[src/rtl/flt_pkg.sv]
// flt_pkg: shared widths, sentinels and entry bundle for the best-lap tracker.
// Optional build macro used by this slice: FLT_TIE_LATEST_EN.
package flt_pkg;

    localparam int FLT_NW = 2;
    localparam int FLT_TW = 8;

    localparam logic [FLT_NW-1:0] ID_NONE = '0;
    localparam logic [FLT_TW-1:0] T_NONE  = '1;

    typedef struct packed {
        logic [FLT_NW-1:0] id;
        logic [FLT_TW-1:0] tm;
    } entry_t;

endpackage

[src/rtl/flt_cmp.sv]
// flt_cmp: decides whether a candidate entry displaces the current best.
// FLT_TIE_LATEST_EN: an equal time also takes the title (latest source wins).
module flt_cmp
    import flt_pkg::*;
#(
    parameter int NW = FLT_NW,
    parameter int TW = FLT_TW
) (
    input  logic [NW-1:0] i_n,
    input  logic [TW-1:0] i_t,
    input  logic [TW-1:0] i_t_best,
    input  logic          i_have,
    output logic          o_upd
);

    // Update strobe: first entry always wins, then strictly faster times.
    // Comparison is gated by i_n so a junk time on an idle cycle is ignored.
    always_comb begin
        o_upd = 1'b0;
        if (i_n != '0) begin
            if (!i_have) begin
                o_upd = 1'b1;
            end else if (i_t < i_t_best) begin
                o_upd = 1'b1;
`ifdef FLT_TIE_LATEST_EN
            end else if (i_t == i_t_best) begin
                o_upd = 1'b1;
`endif
            end
        end
    end

endmodule

[src/rtl/flt_best_tracker.sv]
// flt_best_tracker: registered minimum-time tracker with the owning id.
// Tie policy selected by FLT_TIE_LATEST_EN (undefined: earlier holder keeps it).
module flt_best_tracker
    import flt_pkg::*;
#(
    parameter int NW = FLT_NW,
    parameter int TW = FLT_TW
) (
    input  logic          clk,
    input  logic          reset,
    input  logic [NW-1:0] n,
    input  logic [TW-1:0] t,
    output logic [NW-1:0] n_best,
    output logic [TW-1:0] t_best
);

    logic [NW-1:0] r_n_best;
    logic [TW-1:0] r_t_best;
    logic          r_have;
    logic          w_upd;

    flt_cmp #(
        .NW (NW),
        .TW (TW)
    ) u_cmp (
        .i_n      (n),
        .i_t      (t),
        .i_t_best (r_t_best),
        .i_have   (r_have),
        .o_upd    (w_upd)
    );

    // Record register: sync active-low clear, load on comparator strobe.
    always_ff @(posedge clk) begin
        if (!reset) begin
            r_n_best <= '0;
            r_t_best <= '1;
            r_have   <= 1'b0;
        end else if (w_upd) begin
            r_n_best <= n;
            r_t_best <= t;
            r_have   <= 1'b1;
        end
    end

    assign n_best = r_n_best;
    assign t_best = r_t_best;

endmodule

[config.mk]
export PLATFORM = sky130hd
export DESIGN_NAME = flt_best_tracker
export DESIGN_NICKNAME = d
export VERILOG_FILES = /design/src/rtl/flt_pkg.sv /design/src/rtl/flt_cmp.sv /design/src/rtl/flt_best_tracker.sv
export SDC_FILE = /design/constraint.sdc
export NUM_CORES = 1
export LEC_CHECK = 0
export BUFFER_PORTS_ARGS = -buffer_cell sky130_fd_sc_hd__buf_2
export CAP_MARGIN = 40
export CELL_PAD_IN_SITES_DETAIL_PLACEMENT = 1
export CELL_PAD_IN_SITES_GLOBAL_PLACEMENT = 1
export CORE_MARGIN = 2
export CORE_UTILIZATION = 38
export CTS_CLUSTER_SIZE = 14
export DETAILED_ROUTE_END_ITERATION = 8
export GPL_ROUTABILITY_DRIVEN = 1
export PLACE_DENSITY = 0.8
export SYNTH_ARGS = -nofsm -noshare
export SYNTH_HDL_FRONTEND = slang
export SYNTH_SLANG_ARGS = --single-unit
[constraint.sdc]
create_clock -name clk -period 3.5 [get_ports clk]
set_input_delay 0.525 -clock clk [delete_from_list [all_inputs] [get_ports clk]]
set_output_delay 0.525 -clock clk [all_outputs]
set_load 0.02 [all_outputs]
==> metrics.cfg <==
[status]
status = completed

[placed_design]
hpwl_um = 1210
place_area_um2 = 793
portBuffers = 21
gp_congestion = 0.673

[worst_setup_path]
critical-path-slowest-cell = a21oi_4
r2r_start = t_best[5]$_SDFFE_PN1P_
crit_type = reg2reg
startpoint = t_best[5]$_SDFFE_PN1P_
critPathMaxFanout = 8
slowest_delay_ns = 0.37
worst_ep_required_time_ns = 3.71
cp_top_family = compound AO/OA/AOI/OAI gates
critical_path_arrival_ns = 2.09
crit_buf_inv = 1
crit_chain = inv_1 -> ha_1 -> a211oi_2 -> o21ai_1 -> o21bai_2 -> a21oi_4 -> mux2i_1
critPathCaptureType = register
critPathLaunchType = register

[global_routing]
grt_antenna_before_repair = 0
grt_overflow = 0
grt.total_usage_pct = 17.5
grt_max_degree = 22
grt_pass1_wl_um = 2510
grt_pass1_vias = 590

[sta]
maxClockFrequency_mhz = 530
finalSetupTns_ns = 0
setup_viol = 0
min_period_ns = 1.89
finalHoldViolCount = 0
worst_pin_slew_ns = 0.386
finClkSkew_ns = 0.00241
maxSlewHeadroom_pct = 74.2
finalCritPeriodShare_pct = 53.9
drv_slew = 0
rsz0062_at_grt = no

[route]
postRouteWirelength_um = 1550
ant_nets = 0
vias_per_cell = 5.31
drcViolationCount = 0
vias = 595
drt-pass1-iter-count = 4
wl_per_cell_um = 13.9
first_iter_violations = 1

[clocking]
hold_buffers = 0
cts_setup_buffers = 0
cts-root-buf = clkbuf_4
clockBufferDepth = 2
clock_latency_ns = 0.28
cts_sinks = 11
path_clk_slew_ns = 0.08
htree_levels = 1
cts_tree = built
post_cts_resized = 0
cts_made_buffers = 3

[cells_and_area]
areaGrowthSynthToFinish_pct = 21.5
drive_gt1_share_pct = 29.5
fin_util_pct = 48.5
nets = 115
fin_area_um2 = 820
insertedDiodeCount = 0

[floorplanning]
fp.dieH_um = 46.1
initial_utilization_pct = 39.9
fp-row-count = 15
coreArea_um2 = 1690
io_pins = 22
die_w_um = 46.1
dieArea_um2 = 2130

[worst_hold_path]
hp-start = n_best[0]$_SDFFE_PN0P_
worstHoldPathType = reg2reg

[synthesis]
ys_types = 20
netlist_instances = 72
ys_top_cells_by_area = dfxtp_1, nor2b_1, ha_1
syn_nets = 91
async_flop_share_pct = 0
ys_ff_latch = 11
syn_avg_cell_area_um2 = 9.37
ys_top_cells_by_count = nor2b_1, dfxtp_1, mux2i_1, ha_1, inv_1
synth_area_um2 = 674
ys_warn_count = 0
yosysMostFrequentCell = nor2b_1
synth-seq-area-share_pct = 32.7
synth_edf_count = 0
synth_top_area_share_pct = 32.7
yosysTopAreaCell = dfxtp_1
synthFlopType = dfxtp_1

[power_and_ir_drop]
vdd.ir_drop.worst_uv = 191
pwr_density_cell_nw_per_um2 = 389
leakagePower_uw = 0.000438

[run]
cap_violations = 0

flip-flops by register name, summed over array words and instances, names as in the netlist:
register  flops
t_best        8
n_best        2
r_have        1
kinds of logic after synthesis:
family                   count (synthesis)  synth area share [%]
AND/OR/NAND/NOR                         22                  18.7
AO/OA/AOI/OAI                           15                  18.7
flip-flops                              11                  32.7
buffers and inverters                    9                  5.01
multiplexers                             8                  11.9
adder cells (fa/ha/maj)                  7                  13.0
final cells by class:
cell class	instances	area (µm²)
Clock buffer	4	26.3
Fill cell	213	870
Inverter	7	26.3
Multi-Input combinational cell	52	420
Sequential cell	11	220
Tap cell	17	21.3
Timing Repair Buffer	21	105
stage by stage:
stage | setup WS (ns) | power (µW) | hold slack (ns) | instances
3_3_place_gp | 1.43 | 226 | 0.438 | 108
5_1_grt | 1.48 | 342 | 0.494 | 112
2_1_floorplan | 1.67 | 203 | 0.449 | 72
6_report | 1.61 | 319 | 0.475 | 112
3_5_place_dp | 1.32 | 231 | 0.469 | 108
4_1_cts | 1.56 | 325 | 0.476 | 112
per-layer routing:
layer / up-vias / wire (µm) / part of all wire (%) / track usage, %
met3: 5 / 82 / 5.3 / 4.71
li1: 288 / - / - / -
met4: 0 / 34 / 2.2 / 8.57
met2: 17 / 782 / 50 / 29.4
met5: - / 0 / 0 / 0
met1: 285 / 654 / 42 / 20.2
tightest hold or removal path, cell delays in order (launching register included):
cell	delay, ns
dfxtp_1	0.31
nand2_1	0.05
o2bb2ai_1	0.06
worst paths after layout:
| path | endpoint | slack [ns] | cells past startpoint |
|---|---|---|---|
| hold reg to reg | n_best[0]$_SDFFE_PN0P_ | 0.47 | 2 |
| hold / removal | n_best[0]$_SDFFE_PN0P_ | 0.47 | 2 |
| setup / recovery | t_best[6]$_SDFFE_PN1P_ | 1.61 | 7 |
| setup reg to reg | t_best[6]$_SDFFE_PN1P_ | 1.61 | 7 |
cells in the final DEF (no fill, tap or decap), types with 3 or more instances in the layout:
| cell | instances |
|---|---|
| buf_2 | 21 |
| nor2b_1 | 15 |
| dfxtp_1 | 11 |
| mux2i_1 | 8 |
| inv_1 | 7 |
| ha_1 | 7 |
| nor2_1 | 3 |
| clkbuf_4 | 3 |
where the power goes:
part / leakage, µW / switching [µW] / internal (µW)
clock network: 0.0000150 / 47.7 / 44.3
registers: 0.0000918 / 7.08 / 135
logic: 0.000331 / 47.5 / 37.0
Note: power is estimated with default switching activity, not from simulation.
